## config.mk

```make
export PLATFORM = sky130hd
export DESIGN_NAME = v_lane_sched_flat
export DESIGN_NICKNAME = d
export VERILOG_FILES = /design/src/rtl/v_lane_sched_if.sv /design/src/rtl/v_lane_sched.sv /design/src/flat_wrapper.sv
export SDC_FILE = /design/constraint.sdc
export NUM_CORES = 1
export LEC_CHECK = 0
export ABC_AREA = 1
export BUFFER_PORTS_ARGS = -buffer_cell sky130_fd_sc_hd__buf_2
export CAP_MARGIN = 25
export CORE_AREA = 4 4 58 60
export DETAILED_ROUTE_END_ITERATION = 10
export DIE_AREA = 0 0 62 64
export PLACE_DENSITY_LB_ADDON = 0.05
export SYNTH_ARGS = -nofsm -noshare
export SYNTH_HDL_FRONTEND = slang
export SYNTH_SLANG_ARGS = --single-unit
```

## constraint.sdc

```tcl
create_clock -name clk -period 4.3 [get_ports clk]
set_clock_uncertainty 0.15 [all_clocks]
set_input_delay 0.43 -clock clk [delete_from_list [all_inputs] [get_ports clk]]
set_output_delay 0.43 -clock clk [all_outputs]
set_load 0.1 [all_outputs]
```

## src/rtl/v_lane_sched_if.sv

```systemverilog
// v_lane_sched_if: op request, configuration and per-beat strobe bundle for the lane sequencer
interface v_lane_sched_if;
  logic       start_i;
  logic       ready_o;
  logic [3:0] op_instr_alu;
  logic       is_mul;
  logic [2:0] lmul;
  logic [1:0] lanes;
  logic       issue_valid_o;
  logic [1:0] issue_step_o;
  logic [3:0] grp_en_o;
  logic [3:0] cap_en_o;
  logic       busy_o;
  logic       done_o;
  logic       err_o;
  modport master (
    output start_i, op_instr_alu, is_mul, lmul, lanes,
    input  ready_o, issue_valid_o, issue_step_o, grp_en_o, cap_en_o, busy_o, done_o, err_o
  );
  modport slave (
    input  start_i, op_instr_alu, is_mul, lmul, lanes,
    output ready_o, issue_valid_o, issue_step_o, grp_en_o, cap_en_o, busy_o, done_o, err_o
  );
endinterface

```

## src/rtl/v_lane_sched.sv

```systemverilog
// v_lane_sched: splits one vector op into 128b chunks and sequences issue/wait/capture beats
module v_lane_sched #(
  parameter int ALU_LAT = 1,
  parameter int MUL_LAT = 2
) (
  input logic            clk,
  input logic            rst,
  v_lane_sched_if.slave  bus
);
  typedef enum logic [2:0] {IDLE, ISSUE, WAIT, CAPT, DONE} state_t;
  state_t     state;
  logic [1:0] b, lmul_q, lanes_q, g_log, g_in;
  logic       mul_q, illegal, last;
  logic [7:0] cnt, lat_m1;
  logic [2:0] nb_m1;
  logic [3:0] mask_in, cap;
  // groups/beat is a power of two, so everything works on log2(G) = min(lanes, lmul)
  always_comb begin
    g_in    = (bus.lanes < bus.lmul[1:0]) ? bus.lanes : bus.lmul[1:0];
    mask_in = g_in == 2'd0 ? 4'h1 : g_in == 2'd1 ? 4'h3 : 4'hf;
    illegal = bus.lmul > 3'd2 || bus.lanes == 2'd3 || (bus.op_instr_alu == 4'd0 && !bus.is_mul);
    g_log   = lanes_q < lmul_q ? lanes_q : lmul_q;
    nb_m1   = (3'd1 << (lmul_q - g_log)) - 3'd1;
    last    = {1'b0, b} == nb_m1;
    cap     = bus.grp_en_o << ({2'b0, b} << g_log);
    lat_m1  = mul_q ? 8'(MUL_LAT - 1) : 8'(ALU_LAT - 1);
  end
  assign bus.issue_step_o = b;
  assign bus.busy_o       = ~bus.ready_o;
  always_ff @(posedge clk) begin
    if (rst) begin
      state             <= IDLE;
      bus.ready_o       <= 1'b1;
      bus.issue_valid_o <= 1'b0;
      bus.grp_en_o      <= '0;
      bus.cap_en_o      <= '0;
      bus.done_o        <= 1'b0;
      bus.err_o         <= 1'b0;
      b                 <= '0;
      cnt               <= '0;
      lmul_q            <= '0;
      lanes_q           <= '0;
      mul_q             <= 1'b0;
    end else begin
      bus.issue_valid_o <= 1'b0;
      bus.cap_en_o      <= '0;
      bus.done_o        <= 1'b0;
      bus.err_o         <= 1'b0;
      case (state)
        IDLE: if (bus.start_i) begin
          if (illegal) bus.err_o <= 1'b1;
          else begin
            state             <= ISSUE;
            bus.ready_o       <= 1'b0;
            bus.issue_valid_o <= 1'b1;
            bus.grp_en_o      <= mask_in;
            b                 <= '0;
            lmul_q            <= bus.lmul[1:0];
            lanes_q           <= bus.lanes;
            mul_q             <= bus.is_mul;
          end
        end
        ISSUE: if (lat_m1 == 8'd0) begin
          state        <= CAPT;
          bus.cap_en_o <= cap;
        end else begin
          state <= WAIT;
          cnt   <= lat_m1;
        end
        WAIT: if (cnt == 8'd1) begin
          state        <= CAPT;
          bus.cap_en_o <= cap;
        end else cnt <= cnt - 8'd1;
        CAPT: if (last) begin
          state        <= DONE;
          bus.done_o   <= 1'b1;
          bus.grp_en_o <= '0;
          b            <= '0;
        end else begin
          state             <= ISSUE;
          bus.issue_valid_o <= 1'b1;
          b                 <= b + 2'd1;
        end
        default: begin
          state       <= IDLE;
          bus.ready_o <= 1'b1;
        end
      endcase
    end
  end
endmodule

```

## src/flat_wrapper.sv

```systemverilog
// flat-port wrapper written by rule: the top's interface ports become plain ports
module v_lane_sched_flat 
#(
  parameter int ALU_LAT = 1,
  parameter int MUL_LAT = 2
)
  (clk, rst, bus_start_i, bus_op_instr_alu, bus_is_mul, bus_lmul, bus_lanes, bus_ready_o, bus_issue_valid_o, bus_issue_step_o, bus_grp_en_o, bus_cap_en_o, bus_busy_o, bus_done_o, bus_err_o);
  v_lane_sched_if bus_i ();
  input logic clk;
  input logic rst;
  input wire logic [$bits(bus_i.start_i)-1:0] bus_start_i;
  input wire logic [$bits(bus_i.op_instr_alu)-1:0] bus_op_instr_alu;
  input wire logic [$bits(bus_i.is_mul)-1:0] bus_is_mul;
  input wire logic [$bits(bus_i.lmul)-1:0] bus_lmul;
  input wire logic [$bits(bus_i.lanes)-1:0] bus_lanes;
  output wire logic [$bits(bus_i.ready_o)-1:0] bus_ready_o;
  output wire logic [$bits(bus_i.issue_valid_o)-1:0] bus_issue_valid_o;
  output wire logic [$bits(bus_i.issue_step_o)-1:0] bus_issue_step_o;
  output wire logic [$bits(bus_i.grp_en_o)-1:0] bus_grp_en_o;
  output wire logic [$bits(bus_i.cap_en_o)-1:0] bus_cap_en_o;
  output wire logic [$bits(bus_i.busy_o)-1:0] bus_busy_o;
  output wire logic [$bits(bus_i.done_o)-1:0] bus_done_o;
  output wire logic [$bits(bus_i.err_o)-1:0] bus_err_o;
  assign bus_i.start_i = bus_start_i;
  assign bus_i.op_instr_alu = bus_op_instr_alu;
  assign bus_i.is_mul = bus_is_mul;
  assign bus_i.lmul = bus_lmul;
  assign bus_i.lanes = bus_lanes;
  assign bus_ready_o = bus_i.ready_o;
  assign bus_issue_valid_o = bus_i.issue_valid_o;
  assign bus_issue_step_o = bus_i.issue_step_o;
  assign bus_grp_en_o = bus_i.grp_en_o;
  assign bus_cap_en_o = bus_i.cap_en_o;
  assign bus_busy_o = bus_i.busy_o;
  assign bus_done_o = bus_i.done_o;
  assign bus_err_o = bus_i.err_o;
  v_lane_sched #(.ALU_LAT(ALU_LAT), .MUL_LAT(MUL_LAT)) u_core (.clk(clk), .rst(rst), .bus(bus_i));
endmodule
```

==> run metrics <==
status=finished, final reports clean; clock root cell=clkbuf_4; worst hold path type=in -> reg; GR Overflow Total=0; Worst Path Max Fanout=6; setup slack, reg-to-reg=1.82 ns; Via density=4.96; Reg clk slew, reported paths=0.09 ns; startpoint types=flip-flop; cell area after placement=0.00181 mm2; hold buffers post-CTS=0; Layout Nets=302; hold path endpoint=u_core.lanes_q[0]; first-pass iteration count of the detailed router=4; GPL Wtd Cong=0.818; max_slew headroom=67.4%; sequential area share after synthesis=34.6%; Critical Path AT=2.55 ns; Port Buffers=27; mapped cell area=around 0.0017 mm2; Hold Path Origin=bus_lanes[0]; Clock Path Buffers=2; fill count=297; cts bufs inserted=5; Setup TNS=0 ns; Remaining DRCs=0; final wirelength=approximately 3.4 mm; Final Hold Fails=0; Ys Warns=0; Cells after Synth=253; Pwr Total=0.000689 W; Syn Area/Cell=6.63 um2; Worst Reg-to-Reg Cells=14; Cell Pwr Density=367 mW/mm2; CP endpoint kind=flip-flop; Critical Path Start=u_core.lanes_q[1]; fraction of layout instances using a drive strength above 1=16.0%; Initial Util=57.3%; via count=1562; Post-CTS Setup Inserts=0; Slew Viols, Final=0; area share of the largest cell type after synthesis=~35%; Clock Sinks=29; post-route cell area=approximately 0.0019 mm2; Slew @ Worst Pin=0.493 ns; Final period util=57.7%; die width=62 um; Avg WL per Cell=10.8 um; CTS tree=built; clock network latency to the later pin of the worst-skew pair=0.33 ns; synthesized flop and latch total=29; core area=0.00293 mm2; worst r2r src=u_core.lanes_q[1]; Tot GR Track Use=20.5%; Post-Layout Cell Count=around 320; Syn Nets=274; vias in the first global route=1377; VDD IR-drop max=0.320 mV; post-detail-place hpwl=roughly 2.6 mm; fin crit period=2.48 ns; antenna cells=0; worst reg2reg endpoint=u_core.bus.grp_en_o[0]; CTS-repair resized insts=0; P&R area growth vs syn=12.0%; antenna violations before repair=0; FMAX=roughly 0.4 GHz; # rows=20; RSZ-0062 raised after global routing=false; htree depth=2; Yosys cell types=27; Final ANT Viol Nets=0; CP required=roughly 4.4 ns; largest net degree at the start of global routing=19; DP Cell Count=307; MaxCap Viol Count=0; leading area contributor after synthesis=dfxtp_1; dominant cells by area after synthesis=dfxtp_1 (35%), nand2_1 (14%), inv_1 (8.1%), nor2_1 (6.9%), nand3_1 (6.3%); DIE AREA=around 0.004 mm2; # setup viols final=0; Hold WS=~0.22 ns; WS Path Type=reg -> reg; Hold Path Cell Cnt=3; leakage=0.960 nW; Die H=64 um; IO Count=28; first-pass GRT wire length=6.09 mm; Starting DRT DRC Count=107
-- registers in the layout, summed over array words and instances (netlist names) --
name                      count
u_core.bus.issue_step_o       2
u_core.bus.ready_o            1
u_core.bus.issue_valid_o      1
u_core.bus.done_o             1
u_core.mul_q                  1
u_core.bus.err_o              1
u_core.bus.grp_en_o           3
u_core.lanes_q                2
u_core.bus.cap_en_o           4
u_core.state                  3
u_core.lmul_q                 2
u_core.cnt                    8
-- metal layers --
| layer | share of wire, % | global-route usage, % | vias to the layer above |
|---|---|---|---|
| met5 | 0 | 0 | - |
| met4 | 1.6 | 6.37 | 0 |
| met3 | 5.2 | 8.28 | 5 |
| met2 | 43 | 28.8 | 31 |
| met1 | 51 | 28.3 | 672 |
| li1 | - | - | 854 |
-- through the flow --
step	worst slack [ns]	util [%]
2_1_floorplan	2.04	-
3_3_place_gp	1.94	61.8
3_5_place_dp	1.86	61.8
4_1_cts	1.82	64.2
5_1_grt	1.59	64.2
6_report	1.82	64.2
-- kinds of logic after synthesis --
| family | Yosys count | synth area share, % |
|---|---|---|
| AND/OR/NAND/NOR | 135 | 36.2 |
| flip-flops | 29 | 34.6 |
| AO/OA/AOI/OAI | 33 | 10.2 |
| buffers and inverters | 45 | 11.5 |
| adder cells (fa/ha/maj) | 8 | 5.97 |
| XOR/XNOR | 3 | 1.57 |
-- how the worst max path moves through the flow --
stage | to | depth (start not counted)
after detailed placement | u_core.bus.grp_en_o[0] | 14
after global routing | u_core.bus.grp_en_o[1] | 14
final | u_core.bus.grp_en_o[0] | 14
after CTS | u_core.bus.grp_en_o[0] | 14
after global placement | u_core.bus.grp_en_o[2] | 14
after floorplan | u_core.bus.grp_en_o[1] | 14
-- power by group --
group	leakage [nW]	internal, W	switching (W)
logic	0.683	0.0000587	0.000145
clock network	0.0413	0.0000946	0.0000963
registers	0.235	0.000283	0.0000115
-- cell type report --
type	count	area, um2	area share, %
flip-flops and latches	29	581	30.9
well taps	33	41.3	2.20
inverters	39	148	7.86
clock inverters	1	5.00	0.266
multi-input cells	179	905	48.1
repair buffers	27	135	7.19
clock buffers	7	65.1	3.46
-- placed cells by master (no fill, tap or decap) --
cell / instances
clkbuf_4: 5
nand4_1: 6
nand3_1: 21
o21a_1: 1
a21oi_1: 18
nor2_4: 3
nor2_1: 31
dfxtp_1: 29
and2_1: 1
ha_1: 8
inv_2: 2
nor3_1: 4
nand2_1: 63
nand2_2: 1
o22a_1: 1
xor2_1: 2
buf_2: 27
xnor2_1: 1
clkbuf_8: 2
or2_1: 1
nor3b_1: 1
nand3_2: 2
inv_1: 36
clkinv_2: 2
o21ai_0: 12
nand2_4: 1
o21ai_1: 1
-- synthesized netlist by cell type, drive strengths merged --
library cell / number
a21oi: 18
and2: 1
buf: 4
clkbuf: 2
clkinv: 1
dfxtp: 29
ha: 8
inv: 38
nand2: 65
nand3: 23
nand4: 6
nor2: 34
nor3: 4
nor3b: 1
o21a: 1
o21ai: 13
o22a: 1
or2: 1
xnor2: 1
xor2: 2
-- critical path, stage by stage, from the launching register on --
cell and delay, ns:
dfxtp_1 0.36, inv_1 0.07, ha_1 0.29, o21ai_1 0.21, nand2_1 0.17, inv_1 0.09
ha_1 0.23, nand2_1 0.09, nor2_1 0.04, nor2_1 0.09, nand3_1 0.18, nand2_1 0.15
nand2_1 0.10, nand2_1 0.08, a21oi_1 0.05
(Power assumes the default switching activity.)
